File: src/rtl/console_writer_pkg.sv
// Display constants shared by the console writer slice.
// Text geometry, word packing, the VGA character-region base address and the
// control codes the writer interprets. A helper replicates one character across
// every lane of a memory word.
package console_writer_pkg;

    localparam int unsigned WORD_SIZE  = 32;
    localparam int unsigned ASCII_SIZE = 8;
    localparam int unsigned CHARS_HORZ = 80;
    localparam int unsigned CHARS_VERT = 30;

    localparam logic [WORD_SIZE-1:0] VGA_MEM_OFFSET = 32'h0001_0000;

    localparam int unsigned CHARS_PER_WORD = WORD_SIZE / ASCII_SIZE;
    localparam int unsigned WORDS_PER_ROW  = CHARS_HORZ / CHARS_PER_WORD;
    localparam int unsigned TOTAL_WORDS    = CHARS_VERT * WORDS_PER_ROW;

    localparam int unsigned ROW_W = $clog2(CHARS_VERT);
    localparam int unsigned COL_W = $clog2(CHARS_HORZ);

    localparam logic [ASCII_SIZE-1:0] ASCII_LF    = 8'h0A;
    localparam logic [ASCII_SIZE-1:0] ASCII_CR    = 8'h0D;
    localparam logic [ASCII_SIZE-1:0] ASCII_BS    = 8'h08;
    localparam logic [ASCII_SIZE-1:0] ASCII_FF    = 8'h0C;
    localparam logic [ASCII_SIZE-1:0] ASCII_SPACE = 8'h20;

    function automatic logic [WORD_SIZE-1:0] replicate(input logic [ASCII_SIZE-1:0] c);
        return {CHARS_PER_WORD{c}};
    endfunction

endpackage

File: src/rtl/console_writer_if.sv
// Character input handshake, memory write port and cursor readback of the
// console writer.
//   master : the console writer (accepts chars, drives the memory write port)
//   slave  : the environment (CPU IO-out port plus memory)
interface console_writer_if;
    import console_writer_pkg::*;

    logic [ASCII_SIZE-1:0]     charIn;
    logic                      charValid;
    logic                      charReady;
    logic                      memWrEn;
    logic [WORD_SIZE-1:0]      memWrAdd;
    logic [WORD_SIZE-1:0]      memDataWrite;
    logic [CHARS_PER_WORD-1:0] memByteEn;
    logic [ROW_W-1:0]          cursorRow;
    logic [COL_W-1:0]          cursorCol;

    modport master (
        input  charIn, charValid,
        output charReady, memWrEn, memWrAdd, memDataWrite, memByteEn, cursorRow, cursorCol
    );

    modport slave (
        output charIn, charValid,
        input  charReady, memWrEn, memWrAdd, memDataWrite, memByteEn, cursorRow, cursorCol
    );

endinterface

File: src/rtl/console_writer_cursor_ctrl.sv
// Cursor register for the console writer.
// Ports: clk/reset (sync, active high); one-cycle commands advance_i, newline_i,
// carriage_i, back_i, home_i (home has priority); row_o/col_o current cursor;
// row_next_o the row after this cycle's command; row_advanced_o set when this
// cycle's command moves to a new row.
module console_writer_cursor_ctrl
    import console_writer_pkg::*;
(
    input  logic             clk,
    input  logic             reset,
    input  logic             advance_i,
    input  logic             newline_i,
    input  logic             carriage_i,
    input  logic             back_i,
    input  logic             home_i,
    output logic [ROW_W-1:0] row_o,
    output logic [COL_W-1:0] col_o,
    output logic [ROW_W-1:0] row_next_o,
    output logic             row_advanced_o
);

    logic [ROW_W-1:0] row_q, row_d, row_wrap;
    logic [COL_W-1:0] col_q, col_d;

    assign row_wrap = (row_q == ROW_W'(CHARS_VERT - 1)) ? '0 : row_q + ROW_W'(1);

    always_comb begin
        row_d          = row_q;
        col_d          = col_q;
        row_advanced_o = 1'b0;
        if (home_i) begin
            row_d = '0;
            col_d = '0;
        end else if (newline_i) begin
            col_d          = '0;
            row_d          = row_wrap;
            row_advanced_o = 1'b1;
        end else if (advance_i) begin
            if (col_q == COL_W'(CHARS_HORZ - 1)) begin
                col_d          = '0;
                row_d          = row_wrap;
                row_advanced_o = 1'b1;
            end else begin
                col_d = col_q + COL_W'(1);
            end
        end else if (carriage_i) begin
            col_d = '0;
        end else if (back_i && col_q != '0) begin
            col_d = col_q - COL_W'(1);
        end
    end

    always_ff @(posedge clk) begin
        if (reset) begin
            row_q <= '0;
            col_q <= '0;
        end else begin
            row_q <= row_d;
            col_q <= col_d;
        end
    end

    assign row_o      = row_q;
    assign col_o      = col_q;
    assign row_next_o = row_d;

endmodule

File: src/rtl/console_writer.sv
// Character-stream writer for the VGA text buffer.
// Ports: clk, reset (sync, active high); bus (console_writer_if.master) carries
// the charIn/charValid/charReady handshake, the registered byte-masked memory
// write port (memWrEn/memWrAdd/memDataWrite/memByteEn) and the cursor position.
// After reset the whole character region is cleared to spaces, then one char is
// accepted per handshake. A row advance clears the new row before accepting more.
module console_writer #(
    parameter int unsigned CHARS_PER_WORD = console_writer_pkg::CHARS_PER_WORD,
    parameter int unsigned WORDS_PER_ROW  = console_writer_pkg::WORDS_PER_ROW
) (
    input logic               clk,
    input logic               reset,
    console_writer_if.master  bus
);
    import console_writer_pkg::WORD_SIZE, console_writer_pkg::CHARS_HORZ;
    import console_writer_pkg::CHARS_VERT, console_writer_pkg::VGA_MEM_OFFSET;
    import console_writer_pkg::ROW_W, console_writer_pkg::COL_W;
    import console_writer_pkg::ASCII_LF, console_writer_pkg::ASCII_CR;
    import console_writer_pkg::ASCII_BS, console_writer_pkg::ASCII_FF;
    import console_writer_pkg::ASCII_SPACE, console_writer_pkg::replicate;

    localparam int unsigned TotalWords = CHARS_VERT * WORDS_PER_ROW;
    localparam int unsigned CntW       = $clog2(TotalWords);
    localparam logic [CHARS_PER_WORD-1:0] LaneMsb = {1'b1, {(CHARS_PER_WORD - 1){1'b0}}};
    localparam logic [WORD_SIZE-1:0] SpaceWord = replicate(ASCII_SPACE);

    typedef enum logic [1:0] {StClearAll, StIdle, StClearRow} state_e;

    state_e                    state_q, state_d;
    logic [CntW-1:0]           cnt_q, cnt_d;
    logic                      wr_en_q, wr_en_d;
    logic [WORD_SIZE-1:0]      wr_add_q, wr_add_d;
    logic [WORD_SIZE-1:0]      wr_data_q, wr_data_d;
    logic [CHARS_PER_WORD-1:0] wr_be_q, wr_be_d;
    logic                      ready_q, ready_d;

    logic                      accept, printable;
    logic                      cmd_adv, cmd_nl, cmd_cr, cmd_back, cmd_home;
    logic [ROW_W-1:0]          row, row_next;
    logic [COL_W-1:0]          col;
    logic                      row_advanced;
    logic [WORD_SIZE-1:0]      cur_pos, back_pos, row_base, next_row_base;

    assign accept    = bus.charValid && ready_q && (state_q == StIdle);
    assign printable = (bus.charIn >= 8'h20) && (bus.charIn <= 8'h7E);

    assign cur_pos       = WORD_SIZE'(row) * WORD_SIZE'(CHARS_HORZ) + WORD_SIZE'(col);
    assign back_pos      = cur_pos - WORD_SIZE'(1);
    assign row_base      = WORD_SIZE'(row) * WORD_SIZE'(WORDS_PER_ROW);
    assign next_row_base = WORD_SIZE'(row_next) * WORD_SIZE'(WORDS_PER_ROW);

    // Command decode is kept apart from the datapath, which reads the cursor's
    // next-row result for the first LF clear write.
    always_comb begin
        cmd_adv  = 1'b0;
        cmd_nl   = 1'b0;
        cmd_cr   = 1'b0;
        cmd_back = 1'b0;
        cmd_home = 1'b0;
        if (accept) begin
            if (printable) begin
                cmd_adv = 1'b1;
            end else begin
                case (bus.charIn)
                    ASCII_LF: cmd_nl   = 1'b1;
                    ASCII_CR: cmd_cr   = 1'b1;
                    ASCII_BS: cmd_back = 1'b1;
                    ASCII_FF: cmd_home = 1'b1;
                    default:  ;
                endcase
            end
        end
    end

    console_writer_cursor_ctrl u_cursor (
        .clk            (clk),
        .reset          (reset),
        .advance_i      (cmd_adv),
        .newline_i      (cmd_nl),
        .carriage_i     (cmd_cr),
        .back_i         (cmd_back),
        .home_i         (cmd_home),
        .row_o          (row),
        .col_o          (col),
        .row_next_o     (row_next),
        .row_advanced_o (row_advanced)
    );

    always_comb begin
        state_d   = state_q;
        cnt_d     = cnt_q;
        wr_en_d   = 1'b0;
        wr_add_d  = '0;
        wr_data_d = '0;
        wr_be_d   = '0;
        case (state_q)
            StClearAll: begin
                wr_en_d   = 1'b1;
                wr_add_d  = VGA_MEM_OFFSET + WORD_SIZE'(cnt_q);
                wr_data_d = SpaceWord;
                wr_be_d   = '1;
                if (cnt_q == CntW'(TotalWords - 1)) begin
                    cnt_d   = '0;
                    state_d = StIdle;
                end else begin
                    cnt_d = cnt_q + CntW'(1);
                end
            end
            StIdle: begin
                if (cmd_adv) begin
                    wr_en_d   = 1'b1;
                    wr_add_d  = VGA_MEM_OFFSET + cur_pos / CHARS_PER_WORD;
                    wr_data_d = replicate(bus.charIn);
                    wr_be_d   = LaneMsb >> (cur_pos % CHARS_PER_WORD);
                    if (row_advanced) begin
                        cnt_d   = '0;
                        state_d = StClearRow;
                    end
                end else if (cmd_nl) begin
                    // LF has no char write, so the first clear goes out right away.
                    wr_en_d   = 1'b1;
                    wr_add_d  = VGA_MEM_OFFSET + next_row_base;
                    wr_data_d = SpaceWord;
                    wr_be_d   = '1;
                    cnt_d     = CntW'(1);
                    state_d   = (WORDS_PER_ROW > 1) ? StClearRow : StIdle;
                end else if (cmd_back && col != '0) begin
                    wr_en_d   = 1'b1;
                    wr_add_d  = VGA_MEM_OFFSET + back_pos / CHARS_PER_WORD;
                    wr_data_d = SpaceWord;
                    wr_be_d   = LaneMsb >> (back_pos % CHARS_PER_WORD);
                end else if (cmd_home) begin
                    cnt_d   = '0;
                    state_d = StClearAll;
                end
            end
            StClearRow: begin
                wr_en_d   = 1'b1;
                wr_add_d  = VGA_MEM_OFFSET + row_base + WORD_SIZE'(cnt_q);
                wr_data_d = SpaceWord;
                wr_be_d   = '1;
                if (cnt_q == CntW'(WORDS_PER_ROW - 1)) begin
                    cnt_d   = '0;
                    state_d = StIdle;
                end else begin
                    cnt_d = cnt_q + CntW'(1);
                end
            end
            default: begin
                cnt_d   = '0;
                state_d = StClearAll;
            end
        endcase
    end

    // Ready needs a full idle cycle behind it: it drops the cycle after an
    // accept that leaves IDLE and rises one cycle after the last clear write.
    assign ready_d = (state_q == StIdle) && (state_d == StIdle);

    always_ff @(posedge clk) begin
        if (reset) begin
            state_q   <= StClearAll;
            cnt_q     <= '0;
            wr_en_q   <= 1'b0;
            wr_add_q  <= '0;
            wr_data_q <= '0;
            wr_be_q   <= '0;
            ready_q   <= 1'b0;
        end else begin
            state_q   <= state_d;
            cnt_q     <= cnt_d;
            wr_en_q   <= wr_en_d;
            wr_add_q  <= wr_add_d;
            wr_data_q <= wr_data_d;
            wr_be_q   <= wr_be_d;
            ready_q   <= ready_d;
        end
    end

    assign bus.charReady    = ready_q;
    assign bus.memWrEn      = wr_en_q;
    assign bus.memWrAdd     = wr_add_q;
    assign bus.memDataWrite = wr_data_q;
    assign bus.memByteEn    = wr_be_q;
    assign bus.cursorRow    = row;
    assign bus.cursorCol    = col;

endmodule

File: src/flat_wrapper.sv
// flat-port wrapper written by rule: the top's interface ports become plain ports
module console_writer_flat import console_writer_pkg::WORD_SIZE, console_writer_pkg::CHARS_HORZ; import console_writer_pkg::CHARS_VERT, console_writer_pkg::VGA_MEM_OFFSET; import console_writer_pkg::ROW_W, console_writer_pkg::COL_W; import console_writer_pkg::ASCII_LF, console_writer_pkg::ASCII_CR; import console_writer_pkg::ASCII_BS, console_writer_pkg::ASCII_FF; import console_writer_pkg::ASCII_SPACE, console_writer_pkg::replicate;
#(
    parameter int unsigned CHARS_PER_WORD = console_writer_pkg::CHARS_PER_WORD,
    parameter int unsigned WORDS_PER_ROW  = console_writer_pkg::WORDS_PER_ROW
)
  (clk, reset, bus_charIn, bus_charValid, bus_charReady, bus_memWrEn, bus_memWrAdd, bus_memDataWrite, bus_memByteEn, bus_cursorRow, bus_cursorCol);
  console_writer_if bus_i ();
  input logic clk;
  input logic reset;
  input wire logic [$bits(bus_i.charIn)-1:0] bus_charIn;
  input wire logic [$bits(bus_i.charValid)-1:0] bus_charValid;
  output wire logic [$bits(bus_i.charReady)-1:0] bus_charReady;
  output wire logic [$bits(bus_i.memWrEn)-1:0] bus_memWrEn;
  output wire logic [$bits(bus_i.memWrAdd)-1:0] bus_memWrAdd;
  output wire logic [$bits(bus_i.memDataWrite)-1:0] bus_memDataWrite;
  output wire logic [$bits(bus_i.memByteEn)-1:0] bus_memByteEn;
  output wire logic [$bits(bus_i.cursorRow)-1:0] bus_cursorRow;
  output wire logic [$bits(bus_i.cursorCol)-1:0] bus_cursorCol;
  assign bus_i.charIn = bus_charIn;
  assign bus_i.charValid = bus_charValid;
  assign bus_charReady = bus_i.charReady;
  assign bus_memWrEn = bus_i.memWrEn;
  assign bus_memWrAdd = bus_i.memWrAdd;
  assign bus_memDataWrite = bus_i.memDataWrite;
  assign bus_memByteEn = bus_i.memByteEn;
  assign bus_cursorRow = bus_i.cursorRow;
  assign bus_cursorCol = bus_i.cursorCol;
  console_writer #(.CHARS_PER_WORD(CHARS_PER_WORD), .WORDS_PER_ROW(WORDS_PER_ROW)) u_core (.clk(clk), .reset(reset), .bus(bus_i));
endmodule
File: config.mk
export PLATFORM = sky130hd
export DESIGN_NAME = console_writer_flat
export DESIGN_NICKNAME = d
export VERILOG_FILES = /design/src/rtl/console_writer_pkg.sv /design/src/rtl/console_writer_if.sv /design/src/rtl/console_writer_cursor_ctrl.sv /design/src/rtl/console_writer.sv /design/src/flat_wrapper.sv
export SDC_FILE = /design/constraint.sdc
export NUM_CORES = 1
export LEC_CHECK = 0
export ABC_AREA = 1
export CAP_MARGIN = 10
export CORE_UTILIZATION = 30
export CTS_CLUSTER_DIAMETER = 100
export CTS_CLUSTER_SIZE = 30
export DETAILED_ROUTE_END_ITERATION = 16
export PLACE_DENSITY = 0.5
export SYNTH_ARGS = -nofsm -noshare
export SYNTH_HDL_FRONTEND = slang
export SYNTH_SLANG_ARGS = --single-unit
File: constraint.sdc
create_clock -name clk -period 3.27 [get_ports clk]
set_input_delay 0.4905 -clock clk [delete_from_list [all_inputs] [get_ports clk]]
set_output_delay 0.4905 -clock clk [all_outputs]
set_load 0.01 [all_outputs]
# After elaboration in Yosys (flattened, before gate mapping)

Cells that the tools add are included.

Flip-flop bits (word level): 94
Input port bits: 11
Output and inout port bits: 82
Word-level logic and storage cells: 112

Add/sub/neg operators: 12
$mul: 3
$lt $le $gt $ge: 2
Equal/unequal tests: 14
Shifts and indexed selects: 2
Mux-type cells: 59
Reduce and logical (&&, ||, !) cells: 11

Operators by type and width:

| kind                                                                                 | number |
|---|---|
| 32-bit 2-to-1 mux                                                                    | 5 |
| 32-bit case mux with 3 select lines                                                  | 1 |
| 10-bit 2-to-1 mux                                                                    | 7 |
| 32-bit case mux with 2 select lines                                                  | 1 |
| 17-bit by 30-bit adder with 31-bit output (first input constant)                     | 2 |
| 17-bit by 10-bit adder with 18-bit output (first input constant)                     | 3 |
| 32-bit by 10-bit adder with 32-bit output                                            | 1 |
| 8-bit by 4-bit equality test with 1-bit output (second input constant)               | 4 |
| 32-bit by 1-bit subtractor with 32-bit output (second input constant)                | 1 |
| 30-bit 2-to-1 mux                                                                    | 1 |
| 10-bit case mux with 3 select lines                                                  | 1 |
| 7-bit 2-to-1 mux                                                                     | 4 |
| 5-bit 2-to-1 mux                                                                     | 5 |
| 5-bit by 3-bit multiplier with 8-bit output (second input constant)                  | 3 |
| 1-bit 2-to-1 mux                                                                     | 21 |
| 2-bit 2-to-1 mux                                                                     | 7 |
| 12-bit by 7-bit adder with 13-bit output                                             | 1 |
| 4-bit 2-to-1 mux                                                                     | 3 |
| 10-bit by 1-bit adder with 10-bit output (second input constant)                     | 1 |
| 10-bit equality test (second input constant)                                         | 1 |
| 10-bit by 5-bit equality test with 1-bit output (second input constant)              | 1 |
| 8-bit by 6-bit greater-or-equal comparator with 1-bit output (second input constant) | 1 |
| 8-bit by 7-bit less-or-equal comparator with 1-bit output (second input constant)    | 1 |
| 4-bit case mux with 2 select lines                                                   | 1 |
| 20 further kinds                                                                     | 26 |

# Logic depth before layout (Yosys ltp)

Depth in word-level cells: 12
Depth in mapped cells: 21
Gate-level depth less buffers: 21

# Cells and area by module

A second synthesis with hierarchy kept.

Cells, all modules: 649
Area, all modules: 4297.9 µm²

By module, submodules not included:

| module                     | instances | cells an instance | area each (µm²) | sequential area each (µm²) |
|---|---|---|---|---|
| console_writer             | 1         | 488               | 3295.7          | 780.7 |
| console_writer_cursor_ctrl | 1         | 161               | 1002.2          | 240.2 |

# Worst setup path before layout

OpenSTA, ideal clock, no wires.

Path kind: register -> register
Start point: register u_core.u_cursor.col_q[1], in the netlist u_core.u_cursor.col_o[1]
End point: register u_core.wr_add_q[7], in the netlist u_core.bus.memWrAdd[7]
Library setup time: 0.119 ns
Arrival: 2.938 ns
Required time: 3.151 ns
Path slack: 0.213 ns
Cell stages (with the launch flop): 17
Period minus slack after synthesis: 3.057 ns
Cells stage by stage: dfxtp_1 > ha_1 > nand3_1 > nor2_2 > nand4_2 > nand2_1 > nand2_1 > o21ai_0 > nor2_1 > ha_1 > ha_1 > inv_1 > fa_1 > xor2_1 > o21ai_0 > o31ai_1 > inv_1

Word-level cells in the longest chain between the ends: 10

RTL lines:

| item                                        | line                             | text |
|---|---|---|
| start: declaration                          | console_writer_cursor_ctrl.sv:23 | `logic [COL_W-1:0] col_q, col_d;` |
| start signal: assignment                    | console_writer_cursor_ctrl.sv:59 | `col_q <= col_d;` |
| 7-bit equality test                         | console_writer_cursor_ctrl.sv:39 | `if (col_q == COL_W'(CHARS_HORZ - 1)) begin` |
| 5-bit 2-to-1 mux                            | console_writer_cursor_ctrl.sv:39 |  |
| 5-bit 2-to-1 mux                            | console_writer_cursor_ctrl.sv:38 | `end else if (advance_i) begin` |
| 5-bit 2-to-1 mux                            | console_writer_cursor_ctrl.sv:34 | `end else if (newline_i) begin` |
| 5-bit 2-to-1 mux                            | console_writer_cursor_ctrl.sv:31 | `if (home_i) begin` |
| net u_core.row_next[3]                      | console_writer.sv:39             | `logic [ROW_W-1:0] row, row_next;` |
| 5-bit by 3-bit multiplier with 8-bit output | console_writer.sv:50             | `assign next_row_base = WORD_SIZE'(row_next) * WORD_SIZE'(WORDS_PER_ROW);` |
| 17-bit by 10-bit adder with 18-bit output   | console_writer.sv:122            | `wr_add_d = VGA_MEM_OFFSET + next_row_base;` |
| 32-bit 2-to-1 mux                           | console_writer.sv:119            | `end else if (cmd_nl) begin` |
| 32-bit 2-to-1 mux                           | console_writer.sv:110            | `if (cmd_adv) begin` |
| 32-bit case mux with 3 select lines         | console_writer.sv:96             | `case (state_q)` |
| end signal: assignment                      | console_writer.sv:173            | `wr_add_q <= wr_add_d;` |
| end: declaration                            | console_writer.sv:32             | `logic [WORD_SIZE-1:0] wr_add_q, wr_add_d;` |

The timed path passes the listed nets, and every way through them passes these cells.
A chain may end at the register's enable or synchronous reset.

# Final worst setup path

Start point: register u_core.u_cursor.row_q[1], in the netlist u_core.u_cursor.row_o[1]
End point: register u_core.wr_add_q[10], in the netlist u_core.bus.memWrAdd[10]

Word-level cells in the longest chain between the ends: 11

RTL lines:

| item                                                                                                   | line                             | text |
|---|---|---|
| start: declaration                                                                                     | console_writer_cursor_ctrl.sv:22 | `logic [ROW_W-1:0] row_q, row_d, row_wrap;` |
| start signal: assignment                                                                               | console_writer_cursor_ctrl.sv:58 | `row_q <= row_d;` |
| parallel branches: the longest is 10 deep, another holds 32-bit by 1-bit subtractor with 32-bit output | --                               |  |
| 32-bit case mux with 3 select lines (*)                                                                | console_writer.sv:96             |  |

Mark *: on every way between the ends.

==> impl_results.md <==
- Crit start category: register
- Detailed Place HPWL: 11060 um
- Share of layout cells above drive strength 1: between 10% and 20%
- DRC: 0
- DP Worst Slack: -0.3751 ns
- Final Wtd Congestion: between 0.8 and 0.9
- PortBufs: roughly 90
- Crit path time final: slightly above 3 ns
- FF-to-FF Start: u_core.u_cursor.row_o[1]
- Ys async rst share: 0%
- Top FF cell, synth: dfxtp_1
- Syn. warnings: 0
- Cell with the most instances after synthesis: nand2_1
- Post-synth top area cell: dfxtp_1
- Final Max Slew Viols: 0
- Final worst slack: ~0.17 ns
- EDFF count, synth: 0
- Hold-fix buffers, CTS: 0
- Commonest cells in the netlist: 109 x nand2_1, 89 x inv_1, 69 x dfxtp_1
- DRT antenna net count: 0
- Yosys reg bits: between 60 and 70
- Mapped Cells: between 600 and 700
- Critical Path RT: approximately 3.5 ns
- Mean cell area of the mapped netlist: slightly above 7 um2
- Number of global-route vias before repair: roughly 4400
- Sequential area share after synthesis: 29.83%
- Clk slew on worst S/H paths: around 0.060 ns
- Fmax: around 320 MHz
- Initial cell density of the core: a little over 30%
- Final setup fails: 0
- Hold Path Origin: bus_charIn[3]
- CP Class: reg2reg
- Initial antenna violation count: 0
- Worst EP arrival: around 3.4 ns
- Final Cycle Share: a little over nine tenths
- Slew HR: between 50% and 60%
- TritonRoute pass-1 iters: 4
- RSZ-0062 raised after global routing: true
- Clock sinks: 69
- Setup Skew: 0.01157 ns
- Hold Path Class: in2reg
- Final hold viol count: 0
- I/O Pins: between 90 and 100
- Post-synth cell types: between 50 and 60
- H-tree Lvls: 3
- Cts bufs inserted: 9
- Pwr Density: between 200 and 300 mW/mm2
- Clock root buffer master: clkbuf_16
- CP max FO: 6
- Worst hold margin: about 0.44 ns
- Peak supply drop: 0.2122 mV
- Die Wd: about 130 um
- Area of the die: approximately 0.016 mm2
- Status: completed
- Via density: about 4.7
- Worst setup endpoint: u_core.bus.memWrAdd[10]
- Reg2Reg Capture Point: u_core.bus.memWrAdd[10]
- Site Rows: between 40 and 50
- Syn-to-layout area delta: 36.77%
- R2r setup slk: roughly 0.17 ns
- Lkg Pwr: between 2 and 3 nW
- Final wirelength: 13940 um
- Top cells by area, synth: dfxtp_1 30%, ha_1 9.2%, nand2_1 8.8%, inv_1 7.2%, nor2_1 5.3%
- Crit path capture type: register
- Max Cap Viol: 0
- GRT overflow: 0
- 1st-iter DRT viols: approximately 160
- Latest clock arrival within the worst-skew pair: ~0.35 ns
- Largest net degree at the start of global routing: 15
- Synthesized cell area: between 0.004 and 0.005 mm2
- Final Non-Filler Cells: 960
- Vias: 4556
- Clk buf depth: 2
- Worst Reg2Reg Path Length in Cells: 12
- Total GRT Usage: approximately 18%
- Slew @ Worst Pin: ~0.64 ns
- DIE HEIGHT: 126.2 um
- CTS tree: done
- Synth top area share: between 20% and 30%
- Placed insts: 942
- Layout Nets: a little over 800
- Core area: 0.01515 mm2
- Antenna cells: 0
- Wire per inst: 14.52 um
- Worst Setup SP: u_core.u_cursor.row_o[1]
- First-pass GRT wire length: roughly 23000 um
[through the flow]
step                      power [mW]  area [um2]   TNS [ns]  util, %
after floorplan               0.9211        4634          0        -
after global placement        0.9714        5956     -1.261    39.32
after CTS                      1.898        6237          0    41.18
final                          1.874        6334          0    41.82
after detailed placement      0.9720        5956     -1.301    39.32
after global routing           1.944        6334  -0.006013    41.82
[cell usage in the layout, fill, tap and decap left out, types with 5 or more instances in the layout]
cell type	netlist	layout
clkbuf_16	0	9
a21oi_1	34	32
o21ai_1	6	6
nor2_1	66	60
nand3_2	4	6
buf_4	27	57
nand4_1	7	7
clkdlybuf4s50_1	0	87
nor2_4	6	7
nor3_1	24	23
a31oi_1	5	5
ha_1	34	34
nand2_2	11	12
inv_1	89	88
nor2_2	9	14
a211oi_1	7	7
nand2_1	109	107
xor2_1	7	7
nand2_4	4	5
dfxtp_1	69	68
inv_2	11	12
nand3_1	32	30
o21ai_0	23	22
[what timing repair did]
item | in CTS | in global routing
pin swaps | 0 | 7
endpoints found under the setup margin | 1 | 6
setup buffers | 0 | 2
resized for setup | 2 | 25
[power breakdown]
| part | switching, mW | leakage (nW) | internal, mW | total (mW) |
|---|---|---|---|---|
| registers | 0.00580 | 0.560 | 0.851 | 0.857 |
| logic | 0.0508 | 2.26 | 0.0492 | 0.100 |
| clock network | 0.402 | 0.136 | 0.515 | 0.917 |
[worst min-delay path by stage]
stage / cells past startpoint / slack [ns] / end
after floorplan: 2 / 0.46 / u_core.cnt_q[0]
after global placement: 2 / 0.47 / u_core.cnt_q[0]
after detailed placement: 2 / 0.49 / u_core.cnt_q[0]
after CTS: 2 / 0.49 / u_core.cnt_q[0]
after global routing: 3 / 0.44 / u_core.bus.memDataWrite[27]
final: 3 / 0.44 / u_core.bus.memDataWrite[27]
[final cells by class]
type,count,area (um2)
fill,1546,8812
multi-input combinational,435,2696
sequential,69,1383
timing repair buffer,148,1349
inverter,104,396.6
tap,188,235.2
clock buffer,9,225.2
clock inverter,7,48.80
[cells by family after synthesis]
| logic type | share of synthesized area, % |
|---|---|
| AOI/OAI and AO/OA | 12.75 |
| and+or+nand+nor | 31.13 |
| adders and majority gates | 10.92 |
| xor gates and xnor gates | 1.513 |
| other | 0.1622 |
| buffers and inverters | 13.70 |
| DFF | 29.83 |
[sequential cells by signal (all words and copies together), names as in the netlist]
name / flops
u_core.bus.charReady: 1
u_core.bus.memByteEn: 4
u_core.bus.memDataWrite: 8
u_core.bus.memWrAdd: 31
u_core.bus.memWrEn: 1
u_core.cnt_q: 10
u_core.state_q: 2
u_core.u_cursor.col_o: 7
u_core.u_cursor.row_o: 5
[per-layer routing]
| metal | global-route usage [%] | up-vias | part of all wire, % | wire length, um |
|---|---|---|---|---|
| li1 | - | 2315 | - | - |
| met1 | 22.86 | 2084 | 46 | 6472 |
| met2 | 30.45 | 139 | 46 | 6438 |
| met3 | 4.036 | 18 | 5.0 | 698 |
| met4 | 7.796 | 0 | 2.4 | 329 |
| met5 | 0 | - | 0 | 0 |
[worst max-delay path, stage by stage (launching register included)]
cell and delay (ns):
dfxtp_1 0.32, ha_1 0.30, ha_1 0.24, fa_2 0.60
inv_1 0.08, nor2_2 0.16, nand4_1 0.17, nand2_4 0.16
nand3_4 0.13, nor2_8 0.10, ha_1 0.22, or2_2 0.33
a21oi_1 0.20
No activity file was read; power rests on OpenSTA's default activity.
